$ cat src/rtl/seg_scan_pkg.sv
// seg_scan_pkg
// Shared definitions for the 7-segment loopback capture block:
//   - FSM state encoding for seg_scan_capture
//   - active-low segment patterns (a..g, bit 6 = a) for digits 0..9
//   - blank/error codes and a one-hot-low anode helper
package seg_scan_pkg;

    typedef enum logic [1:0] {
        S_WAIT   = 2'd0,
        S_SETTLE = 2'd1,
        S_HOLD   = 2'd2
    } state_t;

    localparam logic [6:0] SEG_0 = 7'h01;
    localparam logic [6:0] SEG_1 = 7'h4F;
    localparam logic [6:0] SEG_2 = 7'h12;
    localparam logic [6:0] SEG_3 = 7'h06;
    localparam logic [6:0] SEG_4 = 7'h4C;
    localparam logic [6:0] SEG_5 = 7'h24;
    localparam logic [6:0] SEG_6 = 7'h20;
    localparam logic [6:0] SEG_7 = 7'h0F;
    localparam logic [6:0] SEG_8 = 7'h00;
    localparam logic [6:0] SEG_9 = 7'h04;

    localparam logic [6:0] SEG_BLANK  = 7'h7F;
    localparam logic [3:0] CODE_BLANK = 4'hA;
    localparam logic [3:0] CODE_ERR   = 4'hF;

    // True when exactly one bit of the active-low anode vector is low.
    function automatic logic is_onehot_low(input logic [7:0] an_v);
        logic [7:0] sel;
        sel = ~an_v;
        return (sel != 8'h00) && ((sel & (sel - 8'd1)) == 8'h00);
    endfunction

endpackage

$ cat src/rtl/seg7_to_bcd.sv
// seg7_to_bcd
// Combinational decode of an active-low 7-segment pattern back to a code.
//   pattern  in  7  segments a..g (bit 6 = a), active-low
//   code     out 4  0..9, CODE_BLANK for all-off, CODE_ERR otherwise
//   err      out 1  high when the pattern is not a recognised glyph
module seg7_to_bcd
    import seg_scan_pkg::*;
(
    input  logic [6:0] pattern,
    output logic [3:0] code,
    output logic       err
);

    always_comb begin
        code = CODE_ERR;
        err  = 1'b0;
        case (pattern)
            SEG_0:     code = 4'd0;
            SEG_1:     code = 4'd1;
            SEG_2:     code = 4'd2;
            SEG_3:     code = 4'd3;
            SEG_4:     code = 4'd4;
            SEG_5:     code = 4'd5;
            SEG_6:     code = 4'd6;
            SEG_7:     code = 4'd7;
            SEG_8:     code = 4'd8;
            SEG_9:     code = 4'd9;
            SEG_BLANK: code = CODE_BLANK;
            default: begin
                code = CODE_ERR;
                err  = 1'b1;
            end
        endcase
    end

endmodule

$ cat src/rtl/seg_scan_capture.sv
// seg_scan_capture
// Reads back the stopwatch's multiplexed 7-segment drive and rebuilds the
// displayed frame as eight 4-bit codes.
//   clk          in   system clock (same as display driver)
//   rst          in   asynchronous, active-high reset
//   an           in   8  anode strobes, active-low (an[i]=0 selects digit i)
//   dec_ddp      in   8  segments a..g on [7:1], dp on [0], all active-low
//   digits       out  32 captured frame, digits[4i+3:4i] = digit i
//   dp           out  8  captured decimal points, active-high
//   frame_valid  out  1  pulse when digits/dp are updated
//   pattern_err  out  1  pulse after sampling an undecodable pattern
//   anode_err    out  1  pulse when a settled anode value is not blank/one-hot
//
// state    | meaning
// ---------+--------------------------------------------------------------
// S_WAIT   | anodes blanked (8'hFF), nothing to sample
// S_SETTLE | anode value changed, waiting for SETTLE stable cycles
// S_HOLD   | current dwell already sampled (or rejected), wait for change
module seg_scan_capture
    import seg_scan_pkg::*;
#(
    parameter int unsigned SETTLE = 16
) (
    input  logic        clk,
    input  logic        rst,
    input  logic [7:0]  an,
    input  logic [7:0]  dec_ddp,
    output logic [31:0] digits,
    output logic [7:0]  dp,
    output logic        frame_valid,
    output logic        pattern_err,
    output logic        anode_err
);

    localparam logic [7:0] STAB_TC = 8'(SETTLE - 1);

    logic [7:0] an_m, an_s;
    logic [7:0] seg_m, seg_s;

    always_ff @(posedge clk or posedge rst) begin
        if (rst) begin
            an_m  <= 8'hFF;
            an_s  <= 8'hFF;
            seg_m <= 8'hFF;
            seg_s <= 8'hFF;
        end else begin
            an_m  <= an;
            an_s  <= an_m;
            seg_m <= dec_ddp;
            seg_s <= seg_m;
        end
    end

    // an_s is about to take a new value. Clearing stab on the same edge
    // that an_s changes makes stab count cycles since the change directly,
    // which gives the 2 + SETTLE pin-to-sample latency.
    logic an_chg;
    assign an_chg = (an_m != an_s);

    logic [7:0] stab;

    always_ff @(posedge clk or posedge rst) begin
        if (rst) begin
            stab <= 8'd0;
        end else if (an_chg) begin
            stab <= 8'd0;
        end else if (stab != 8'hFF) begin
            stab <= stab + 8'd1;
        end
    end

    state_t state, state_d;
    logic   do_sample;
    logic   do_anerr;

    always_ff @(posedge clk or posedge rst) begin
        if (rst) begin
            state <= S_WAIT;
        end else begin
            state <= state_d;
        end
    end

    always_comb begin
        state_d   = state;
        do_sample = 1'b0;
        do_anerr  = 1'b0;
        if (an_chg) begin
            state_d = (an_m == 8'hFF) ? S_WAIT : S_SETTLE;
        end else begin
            case (state)
                S_SETTLE: begin
                    if (stab == STAB_TC) begin
                        if (is_onehot_low(an_s)) begin
                            do_sample = 1'b1;
                            state_d   = S_HOLD;
                        end else if (an_s == 8'hFF) begin
                            state_d = S_WAIT;
                        end else begin
                            do_anerr = 1'b1;
                            state_d  = S_HOLD;
                        end
                    end
                end
                S_WAIT:  state_d = S_WAIT;
                S_HOLD:  state_d = S_HOLD;
                default: state_d = S_WAIT;
            endcase
        end
    end

    logic [2:0] idx;

    always_comb begin
        idx = 3'd0;
        for (int i = 0; i < 8; i++) begin
            if (!an_s[i]) idx = 3'(i);
        end
    end

    logic [3:0] dec_code;
    logic       dec_err;

    seg7_to_bcd u_dec (
        .pattern (seg_s[7:1]),
        .code    (dec_code),
        .err     (dec_err)
    );

    logic [7:0][3:0] work;
    logic [7:0]      work_dp;
    logic [7:0]      seen;
    logic [7:0]      seen_set;
    logic            frame_q;
    logic            perr_q;
    logic            aerr_q;

    assign seen_set = seen | (8'h01 << idx);

    // Sample stage: work/seen update on the sampling edge; the flags carry
    // the outcome one more cycle to the output registers below.
    always_ff @(posedge clk or posedge rst) begin
        if (rst) begin
            work    <= '0;
            work_dp <= 8'h00;
            seen    <= 8'h00;
            frame_q <= 1'b0;
            perr_q  <= 1'b0;
            aerr_q  <= 1'b0;
        end else begin
            frame_q <= 1'b0;
            perr_q  <= 1'b0;
            aerr_q  <= do_anerr;
            if (do_sample) begin
                work[idx]    <= dec_code;
                work_dp[idx] <= ~seg_s[0];
                perr_q       <= dec_err;
                if (seen_set == 8'hFF) begin
                    seen    <= 8'h00;
                    frame_q <= 1'b1;
                end else begin
                    seen <= seen_set;
                end
            end
        end
    end

    always_ff @(posedge clk or posedge rst) begin
        if (rst) begin
            digits      <= 32'h0;
            dp          <= 8'h00;
            frame_valid <= 1'b0;
            pattern_err <= 1'b0;
            anode_err   <= 1'b0;
        end else begin
            frame_valid <= frame_q;
            pattern_err <= perr_q;
            anode_err   <= aerr_q;
            if (frame_q) begin
                digits <= work;
                dp     <= work_dp;
            end
        end
    end

endmodule

$ cat config.mk
export PLATFORM = sky130hd
export DESIGN_NAME = seg_scan_capture
export DESIGN_NICKNAME = d
export VERILOG_FILES = /design/src/rtl/seg_scan_pkg.sv /design/src/rtl/seg7_to_bcd.sv /design/src/rtl/seg_scan_capture.sv
export SDC_FILE = /design/constraint.sdc
export NUM_CORES = 1
export LEC_CHECK = 0
export ABC_AREA = 1
export ABC_CLOCK_PERIOD_IN_PS = 4740
export BUFFER_PORTS_ARGS = -buffer_cell sky130_fd_sc_hd__buf_2
export CAP_MARGIN = 20
export CORE_UTILIZATION = 30
export DETAILED_ROUTE_END_ITERATION = 7
export SYNTH_ARGS = -nofsm -noshare
export SYNTH_HDL_FRONTEND = slang
export SYNTH_SLANG_ARGS = --single-unit
$ cat constraint.sdc
create_clock -name clk -period 4.74 [get_ports clk]
set_clock_uncertainty 0.15 [all_clocks]
set_input_delay 0.711 -clock clk [delete_from_list [all_inputs] [get_ports clk]]
set_output_delay 0.711 -clock clk [all_outputs]
set_load 0.01 [all_outputs]
# Word level (Yosys, flattened, before mapping)
# Cells that the tools add are included.
dict set report classes {
  shifts 1
  magnitude_cmp 2
  muxes 36
  n_eq_ne 19
  reduce_logical 7
  add_sub_neg 2
  bitwise 4
}
# cell count
set ops {}
lappend ops {{$pmux 4 s11} 1}
lappend ops {{$bwmux 32} 1}
lappend ops {{$eq 8x8->1 const B} 3}
lappend ops {{$mux 8} 3}
lappend ops {{$eq 7x7->1 const B} 3}
lappend ops {{$mux 3} 6}
lappend ops {{$mux 1} 16}
lappend ops {{$eq 7x3->1 const B} 2}
lappend ops {{$eq 7x6->1 const B} 2}
lappend ops {{$demux 4 s3} 1}
lappend ops {{$reduce_or 11->1} 1}
lappend ops {{$add 8x1->8 const B} 1}
lappend ops {{$and 8x8->8} 1}
lappend ops {{$bwmux 8} 1}
lappend ops {{$eq 8x4->1 const B} 1}
lappend ops {{$logic_not 8->1} 1}
lappend ops {{$mux 2} 4}
lappend ops {{$ne 8x8->1} 1}
lappend ops {{$ne 8x8->1 const B} 1}
lappend ops {{$not 8->8} 1}
lappend ops {{$or 8x8->8} 1}
lappend ops {{$reduce_bool 8->1} 1}
lappend ops {{$shl 1x3->8 const A} 1}
lappend ops {{$sub 8x1->8 const B} 1}
lappend ops {{other kinds (15)} 16}
dict set report totals {
  out_inout_bits 43
  input_bits 18
  ff_bits 136
  wordCells 95
}

# Logic depth before layout (Yosys ltp)
# Gate-level depths: netlist (run 1).
dict set report depth {
  depth_word 12
  ltp_mapped 12
  depth_no_buf 11
}

# By module
# A second synthesis (run 1) with hierarchy kept.
dict set report unflattened {
  hier_cells 574
  hier_area_um2 5591.6
}
# module seq_area_each_um2 cells_per_inst area_each_um2 instances
set by_module_without_submodules {}
lappend by_module_without_submodules {seg_scan_capture 3443.3 515 5315.1 1}
lappend by_module_without_submodules {seg7_to_bcd 0.0 59 276.5 1}

# Worst setup path before layout (run 1)
# No wires, ideal clock.
dict set report synth_path {
  kind {register to register}
  from {reg an_s[6]}
  to {reg seen[0]}
  path_slack_ps 2857
  t_arrival_ps 1603
  path_buffers 1
  setup_ps 130
  period_less_slack_ps 1883
  required_ps 4460
  path_stages_with_launch 10
  cell_sequence {dfstp_2 buf_6 xnor2_2 nand2_1 nor2_1 nand2_2 nor2_8 nand3_4 nor2_8 a21oi_1}
}
dict set report synth_between {
  elab_chain_len 9
  elab_cells_between_ends 17
  classes_between {add/sub: 1; eq/ne: 2; shift: 1; mux: 7; bitwise: 3; reduce/logical: 3}
}
# item line_no
set synth_lines {}
lappend synth_lines {{start: declaration} seg_scan_capture.sv:37} ;# logic [7:0] an_m, an_s;
lappend synth_lines {{start signal: assignment} seg_scan_capture.sv:48} ;# an_s <= an_m;
lappend synth_lines {{$not 8->8} seg_scan_pkg.sv:32} ;# sel = ~an_v;
lappend synth_lines {{$sub 8x1->8} seg_scan_pkg.sv:33} ;# return (sel != 8'h00) && ((sel & (sel - 8'd1)) == 8'h00);
lappend synth_lines {{$and 8x8->8} seg_scan_pkg.sv:33}
lappend synth_lines {{$logic_not 8->1} seg_scan_pkg.sv:33}
lappend synth_lines {{$logic_and 1x1->1} seg_scan_pkg.sv:33}
lappend synth_lines {{$mux 1} seg_scan_capture.sv:94} ;# if (is_onehot_low(an_s)) begin
lappend synth_lines {{$mux 1} seg_scan_capture.sv:93} ;# if (stab == STAB_TC) begin
lappend synth_lines {{$mux 1} seg_scan_capture.sv:91} ;# case (state)
lappend synth_lines {{$mux 1} seg_scan_capture.sv:88} ;# if (an_chg) begin
lappend synth_lines {{end signal: assignment} seg_scan_capture.sv:162} ;# seen <= seen_set;
lappend synth_lines {{end: declaration} seg_scan_capture.sv:132} ;# logic [7:0] seen;
# Parallel ways exist; a longest one is shown, timed or not.
# A chain may end at the register's enable or synchronous reset.

# Worst setup path in the final report (run 1)
dict set report layout_path {
  from {reg an_s[1]}
  to {reg work[9] (netlist bit)}
}
dict set report layout_between {
  elab_chain_len 12
  elab_cells_between_ends 24
  classes_between {add/sub: 1; order compare: 2; eq/ne: 1; mux: 14; bitwise: 2; reduce/logical: 4}
}
# item line_no
set layout_lines {}
lappend layout_lines {{$mux 1} seg_scan_capture.sv:117} ;# if (!an_s[i]) idx = 3'(i);
lappend layout_lines {{$mux 3 (6 in a row)} seg_scan_capture.sv:117}
lappend layout_lines {{$lt 3x4->1 (not written as such) or $ge 3x1->1 (tied branches)} seg_scan_capture.sv:155} ;# work[idx] <= dec_code;
lappend layout_lines {{$logic_and 1x1->1 (not written as such)} seg_scan_capture.sv:155}
lappend layout_lines {{$mux 4 (not written as such)} seg_scan_capture.sv:155}
lappend layout_lines {{$demux 4 s3} seg_scan_capture.sv:155}
lappend layout_lines {{$bwmux 32} seg_scan_capture.sv:155}
lappend layout_lines {{end signal: indexed assignment} seg_scan_capture.sv:155}
lappend layout_lines {{end: declaration} seg_scan_capture.sv:130} ;# logic [7:0][3:0] work;
# Parallel ways exist; a longest one is shown, timed or not.

==> impl_metrics.toml, run 1 <==
[worst_setup_path]
crit_buf_inv = 2
cpLargestDelayFamily = "simple AND/OR/NAND/NOR gates"
cp_data_arrival_time_ps = 2460
end_kind = "flop"
cp_slowest_cell = "dfstp_2"
worstSetupPathType = "flop to flop"
path_cells = "nand2_2 > nor2_4 > nand3_1 > nand2_1 > inv_2 > nor2_4 > nand3_4 > inv_2 > nand2_1 > o21ai_1"
cp-start-kind = "flop"
slowest_delay_ps = 570
crit_required_ps = 4930
critPathMaxFanout = 11

[grt]
gr-total-overflow = 0
track_usage = 0.130
grt_max_degree = 107
antenna_found_initial = 0
grt_pass1_vias = 3752
grt_first_pass_wirelength_um = 19600

[clock_tree]
clockBufferDepth = 2
clock_latency_ps = 420
cts_resized = 0
root_buffer = "clkbuf_16"
post_cts_buffers = 0
cts_tree = "yes"
clk_pin_slew_ps = 60
cts_buffers = 17
cts_max_level = 4
clock-sinks = 136
cts_hold_buf = 0

[detailed_routing]
drt_iter0_drc = 269
post_drt_via_cell_ratio = 4.33
via_count = 3736
drt-pass1-iter-count = 8
ant_nets = 0
routed_wl_um = 11100
wl_per_cell_um = 12.9
drcViolationCount = 9

[floorplanning]
boundaryPins = 61
start_util = 0.310
die_y_um = 139
core_area_um2 = 18200
fp.dieW_um = 139
dieArea_um2 = 19400
rows = 49

[placed_design]
portBuffers = 60
gp_congestion = 0.770
post-dp-hpwl_um = 7510

[finish]
nets = 643
diodes = 0
final_cell_mix = "dfrtp_1, nand2_1, inv_1"
final_common_cell = "dfrtp_1"
drive_above_1_share = 0.300
syn_to_final_growth_pct = 21.0

[status]
violations = "DRC"
outcome = "finished with violations"

[timing]
finalHoldViolCount = 0
relSlewSlack = 0.345
hold_slack_ps = 200
rsz0062_at_grt = "no"
period_needed_ps = 2270
slew_violations = 0
finalCritPeriodShare = 0.479
setup_violations = 0
final.setup.tns_ps = 0
worstMarginPinSlew_ps = 983
timing.fmax_mhz = 441

[flow_run]
maxCapViolCount = 0

[synth]
synth_nets = 572
syn_inst = 551
ys_ff_latch = 136
synth_area_um2 = 5650
syn_avg_cell_area_um2 = 10.3
yosysUniqueCellTypes = 35
yosysSeqAreaShare = 0.610
ys_warn_count = 0

[power]
p_per_area_nw_per_um2 = 394
power_w = 0.00269
vdd_drop_max_mv = 0.260
p_leak_nw = 3.52

[worst_hold_path]
hold_path.class = "flop to flop"
[report_power, final]
group | total, W | internal [W] | switching, W
Sequential | 0.00120 | 0.00119 | 0.0000151
Clock | 0.00142 | 0.000914 | 0.000511
Combinational | 0.0000680 | 0.0000183 | 0.0000497
[area by class of cell]
class | count | area [um^2]
clock buffers | 19 | 453
clock inverters | 12 | 189
fillers | 1768 | 11400
inverters | 85 | 324
multi-input cells | 320 | 1820
flip-flops and latches | 136 | 3440
well taps | 229 | 287
repair buffers | 62 | 315
[cell families (layout without fill, tap and decap cells)]
kind of cell,Yosys count,count (layout),share of synthesized area
AO/OA/AOI/OAI,87,87,0.0809
XOR/XNOR,4,4,0.00753
adder cells (fa/ha/maj),3,3,0.00665
buffers and inverters,95,178,0.0678
flip-flops,136,136,0.610
multiplexers,24,24,0.0479
AND/OR/NAND/NOR,202,202,0.180
[stage by stage]
step                      cells  area (um^2)  utilization  worst slack [ps]
final                       863         6830        0.375              2470
after CTS                   863         6830        0.375              2490
after floorplan             551         5650            -               292
after global placement      832         6190        0.340              2540
after global routing        863         6830        0.375              2290
after detailed placement    832         6190        0.340              2500
[flip-flops by register name, indices dropped and copies added, names as in the netlist]
| signal | cells |
|---|---|
| seg_s | 8 |
| aerr_q | 1 |
| anode_err | 1 |
| seg_m | 8 |
| digits | 32 |
| work_dp | 8 |
| pattern_err | 1 |
| dp | 8 |
| stab | 8 |
| seen | 8 |
| state | 2 |
| perr_q | 1 |
| work | 32 |
| an_s | 8 |
| frame_valid | 1 |
| frame_q | 1 |
| an_m | 8 |
[metal layers]
layer | part of all wire | global-route usage | wire length (um) | up-vias
met1 | 0.49 | 0.177 | 5450 | 1754
met3 | 0.037 | 0.0348 | 414 | 5
met4 | 0.0049 | 0.0456 | 54 | 0
met5 | 0 | 0 | 0 | -
met2 | 0.47 | 0.198 | 5190 | 68
li1 | - | - | - | 1909
[synth_stat cells]
cell	count	area [um^2]
and2_1	1	6.26
nor3_1	9	45.0
nor2_1	41	154
xnor2_1	2	17.5
inv_2	12	45.0
nand2_1	102	383
a22oi_1	1	7.51
nor3b_1	1	7.51
ha_1	3	37.5
dfrtp_1	104	2600
a21oi_1	28	140
xor2_1	1	8.76
o21ai_1	42	210
a31oi_1	2	12.5
buf_6	2	22.5
buf_1	1	3.75
nand2_2	5	31.3
nor2_2	3	18.8
o21ai_0	11	55.1
a211oi_1	1	7.51
mux2_2	24	270
nor2_4	2	22.5
nand3_4	9	158
inv_1	73	274
clkbuf_1	6	22.5
nor2_8	2	40.0
buf_8	1	15.0
a21oi_4	1	16.3
o21a_1	1	7.51
or2_2	3	18.8
nand2_4	1	11.3
xnor2_2	1	16.3
nand3_1	20	100
dfstp_2	32	841
nand4_1	3	18.8
[worst register-to-register path: cells and delay by family, from the launching register on]
kind | cells | cell delay, ps
and+or+nand+nor | 7 | 1200
DFF | 1 | 570
buffers and inverters | 2 | 180
AOI/OAI and AO/OA | 1 | 90
[path summary, 6_finish.rpt]
| path | from | endpoint | slack [ps] | cells after the start |
|---|---|---|---|---|
| hold reg to reg | perr_q | pattern_err | 200 | 0 |
| hold / removal | perr_q | pattern_err | 200 | 0 |
| setup / recovery | an_s[1] | work[9] | 2470 | 10 |
| min in group asynchronous | rst | aerr_q | 350 | 2 |
| max in group asynchronous | rst | seg_m[6] | 3020 | 3 |
| setup reg to reg | an_s[1] | work[9] | 2470 | 10 |
No activity file was read; power rests on OpenSTA's default activity.
==> inputs of run 2 (changes only) <==
Settings changed: ABC_CLOCK_PERIOD_IN_PS 4740 to 2170.
Clock period 4.74 ns to 2.17 ns, I/O delays scaled along.
==> run 2 against run 1 <==
The run still ends with DRC left. Routed wire length up 0.86%. Critical path depth down 2. Die area unchanged. Largest power group unchanged. Global-route usage down 0.12 points. Sequential power up 120%.
==> impl_metrics.toml, run 2 (same netlist as run 1, synthesis figures left out) <==
[status]
outcome = "finished with violations"
violations = "DRC"

[clock_tree]
clock_latency_ps = 420
root_buffer = "clkbuf_16"
cts_buffers = 17
clock-sinks = 136
clk_pin_slew_ps = 60
clockBufferDepth = 2
cts_max_level = 4
cts_tree = "yes"

[power]
p_per_area_nw_per_um2 = 800
p_leak_nw = 3.65
power_w = 0.00570
vdd_drop_max_mv = 0.554

[timing]
final.setup.tns_ps = 0
worstMarginPinSlew_ps = 423
timing.fmax_mhz = 496
hold_slack_ps = 202
relSlewSlack = 0.717
period_needed_ps = 2020
setup_violations = 0
rsz0062_at_grt = "no"
slew_violations = 0
finalCritPeriodShare = 0.930
finalHoldViolCount = 0

[worst_hold_path]
hold_path.class = "flop to flop"
min_path_cells = 0
hold_path_end = "anode_err"
hp-start = "aerr_q"

[worst_setup_path]
r2r-start = "seg_s[4]"
cp-start-kind = "flop"
cp_data_arrival_time_ps = 2170
worstSetupPathType = "flop to flop"
reg2reg_setup_slack_ps = 150
critPathMaxFanout = 8
end_kind = "flop"
crit_required_ps = 2320
startpoint = "seg_s[4]"
worstReg2RegEnd = "work[24]"
worstRegToRegCells = 8

[floorplanning]
boundaryPins = 61
start_util = 0.310
dieArea_um2 = 19400
die_y_um = 139
core_area_um2 = 18200
rows = 49
fp.dieW_um = 139

[detailed_routing]
post_drt_via_cell_ratio = 4.29
drt-pass1-iter-count = 7
via_count = 3834
wl_per_cell_um = 12.5
drt_iter0_drc = 166
drcViolationCount = 6
ant_nets = 0
routed_wl_um = 11200

[placed_design]
post-dp-hpwl_um = 7850
gp_congestion = 0.787
portBuffers = 60

[grt]
busiest_layer = "met2"
antenna_found_initial = 0
track_usage = 0.128
met3_usage = 0.0409
gr-total-overflow = 0
grt_pass1_vias = 3859
gr-usage-met1 = 0.164
grt_first_pass_wirelength_um = 19200
use_met2 = 0.201
grt_max_degree = 62

[finish]
nets = 673
syn_to_final_growth_pct = 26.2
final_common_cell = "dfrtp_1"
fill_cells = 1796
drive_above_1_share = 0.310
diodes = 0
final_cell_mix = "dfrtp_1, nand2_1, inv_1"
top_regs = "digits (32), work (32)"

[flow_run]
maxCapViolCount = 0
==> run 2: how the worst max path moves through the flow <==
stage	to	cells after the start
detailed placement	work[16]	12
floorplan	aerr_q	1
global route	work[28]	10
global placement	work[17]	12
finish	work[24]	8
CTS	work[24]	12
==> run 2: timing repair <==
action | CTS | global route
hold buffers | 17 | 0
endpoints found under the hold margin | 120 | 0
endpoints found under the setup margin | 0 | 16
setup buffers | 0 | 4
resized for setup | 0 | 4
==> run 2: critical path: stages (launching register included) <==
cell and delay, ps:
dfstp_2 570, nand4_1 140, or2_2 310, o21ai_0 120, inv_1 70, nand3_1 120, nand2_1 220, nand2_1 130
o21ai_1 80
==> run 2: final cells by class <==
cell class	instances	area (um^2)	area share
Tap cell	229	287	0.0402
Clock inverter	14	164	0.0230
Timing Repair Buffer	92	633	0.0888
Inverter	85	323	0.0453
Clock buffer	18	439	0.0616
Multi-Input combinational cell	320	1840	0.258
Sequential cell	136	3440	0.483
==> run 2: report_power, final <==
part	internal (W)	total [W]	leakage, nW	switching (W)
registers	0.00259	0.00263	1.78	0.0000323
logic	0.0000697	0.000184	1.58	0.000114
clock network	0.00175	0.00289	0.292	0.00114
==> run 2: metal layers <==
metal | share of wire | vias up
met2 | 0.47 | 60
met3 | 0.034 | 9
met1 | 0.49 | 1801
met5 | 0 | -
li1 | - | 1964
met4 | 0.010 | 0
==> run 2: metrics by stage <==
stage | util | setup slack [ps] | cells | area (um^2)
floorplan | - | 27.5 | 551 | 5650
global placement | 0.346 | 186 | 841 | 6310
detailed placement | 0.346 | 147 | 841 | 6310
CTS | 0.389 | 99.6 | 890 | 7080
global route | 0.391 | 8.09 | 894 | 7130
finish | 0.391 | 152 | 894 | 7130
==> inputs of run 3 (changes only) <==
Settings changed: CORE_UTILIZATION 30 to 58, HOLD_SLACK_MARGIN set to 0.03, PLACE_DENSITY set to 0.79.
==> run 3 against run 2 <==
The flow now finishes without violations. Clock-buffer cell count shrank 1. Total power decreased by 4.2%. Sequential share of layout area increased by 1.4 points. Largest power group unchanged. Critical path type unchanged.
==> impl_metrics.toml, run 3 (same netlist as run 1, synthesis figures left out) <==
[status]
outcome = "complete, no violations"

[floorplanning]
rows = 35
fp.dieW_um = 101
boundaryPins = 61
dieArea_um2 = 10100
core_area_um2 = 9330
die_y_um = 101
start_util = 0.605

[detailed_routing]
wl_per_cell_um = 14.9
via_count = 4073
post_drt_via_cell_ratio = 5.16
drt_iter0_drc = 156
ant_nets = 0
drcViolationCount = 0
routed_wl_um = 11700
drt-pass1-iter-count = 4

[timing]
fin_ws_ps = 96.6
relSlewSlack = 0.700
worstMarginPinSlew_ps = 449
timing.fmax_mhz = 482
final.setup.tns_ps = 0
slew_violations = 0
setup_violations = 0
finalCritPeriodShare = 0.955
finalHoldViolCount = 0
hold_slack_ps = 206
period_needed_ps = 2070

[placed_design]
portBuffers = 60
post-dp-hpwl_um = 7510
place_inst = 738
pre_cts_slack_ps = 67.3
gp_congestion = 0.935

[clock_tree]
cts_tree = "yes"
root_buffer = "clkbuf_8"
clock_latency_ps = 520
cts_max_level = 4
clock-sinks = 136
clockBufferDepth = 2
clk_pin_slew_ps = 70
cts_buffers = 17

[worst_hold_path]
hold_path.class = "flop to flop"

[grt]
grt_max_degree = 80
grt_pass1_vias = 4042
track_usage = 0.252
gr-total-overflow = 0
antenna_found_initial = 0
grt_first_pass_wirelength_um = 19300

[power]
sw_frac_of_total = 0.247
power.share.combinational = 0.035
p_per_area_nw_per_um2 = 788
vdd_drop_max_mv = 0.596
p_sw_w = 0.00135
seq_power_share = 0.481
power_w = 0.00546
internal-power_w = 0.00411
p_leak_nw = 3.61
clkPwrFrac = 0.484

[worst_setup_path]
cp-start-kind = "flop"
critPathMaxFanout = 8
end_kind = "flop"
crit_required_ps = 2460
worstSetupPathType = "flop to flop"
cp_data_arrival_time_ps = 2370

[flow_run]
maxCapViolCount = 0

[finish]
top_regs = "digits (32), work (32)"
syn_to_final_growth_pct = 22.7
nets = 669
stdcell_count = 790
final_cell_mix = "dfrtp_1, nand2_1, inv_1"
drive_above_1_share = 0.309
final_common_cell = "dfrtp_1"
diodes = 0
[run 3: cell count changes in the layout (fill, tap and decap cells not counted), sizes merged]
cell,delta
buf,-4
clkbuf,-1
clkinvlp,+1
bufinv,-2
inv,+4
clkinv,-2
[run 3: power by group through the flow]
stage | clock network, W | logic [W] | registers [W]
after floorplan | 0 | 0.000114 | 0.00266
after global placement | 0 | 0.000156 | 0.00267
after detailed placement | 0 | 0.000160 | 0.00267
after CTS | 0.00266 | 0.000186 | 0.00263
after global routing | 0.00277 | 0.000213 | 0.00263
final | 0.00264 | 0.000189 | 0.00263
[run 3: what timing repair did]
item                                    CTS  global route
endpoints found under the setup margin    0            47
gates resized for setup                   0             7
buffers inserted                          0             3
hold buffers                             17             0
endpoints found under the hold margin    55             0
[run 3: path summary, 6_finish.rpt]
check                          from    endpoint  slack, ps  cells after the start
hold / removal             seg_m[4]    seg_s[4]        210                      0
max in group asynchronous       rst  digits[11]        940                      4
hold reg to reg            seg_m[4]    seg_s[4]        210                      0
setup / recovery            an_s[2]     seen[2]        100                     11
min in group asynchronous       rst    work[31]        220                      3
setup reg to reg            an_s[2]     seen[2]        100                     11
[run 3: per-layer routing]
layer | global-route usage | part of all wire | up-vias
met3 | 0.0534 | 0.037 | 27
met1 | 0.323 | 0.44 | 1982
met5 | 0 | 0 | -
li1 | - | - | 1960
met4 | 0.107 | 0.024 | 0
met2 | 0.419 | 0.50 | 104
[run 3: critical path, cell delays in order, from the launching register on]
cell and delay [ps]:
dfstp_2 570, nand2_2 120, nor2_4 140, nand3_1 110, nand2_1 90, inv_2 50, nor2_4 170, buf_6 160
nand3_4 150, nand2_1 110, inv_1 50, a21oi_1 140
[run 3: cell type report]
type / count / area (um^2)
flip-flops and latches: 136 / 3440
clock inverters: 15 / 131
multi-input cells: 320 / 1850
repair buffers: 88 / 607
clock buffers: 17 / 414
fillers: 602 / 2400
well taps: 129 / 161
inverters: 85 / 323
[run 3: through the flow]
stage                util  area [um^2]
finish              0.743         6930
global route        0.743         6930
CTS                 0.736         6860
detailed placement  0.659         6150
global placement    0.659         6150
floorplan               -         5650
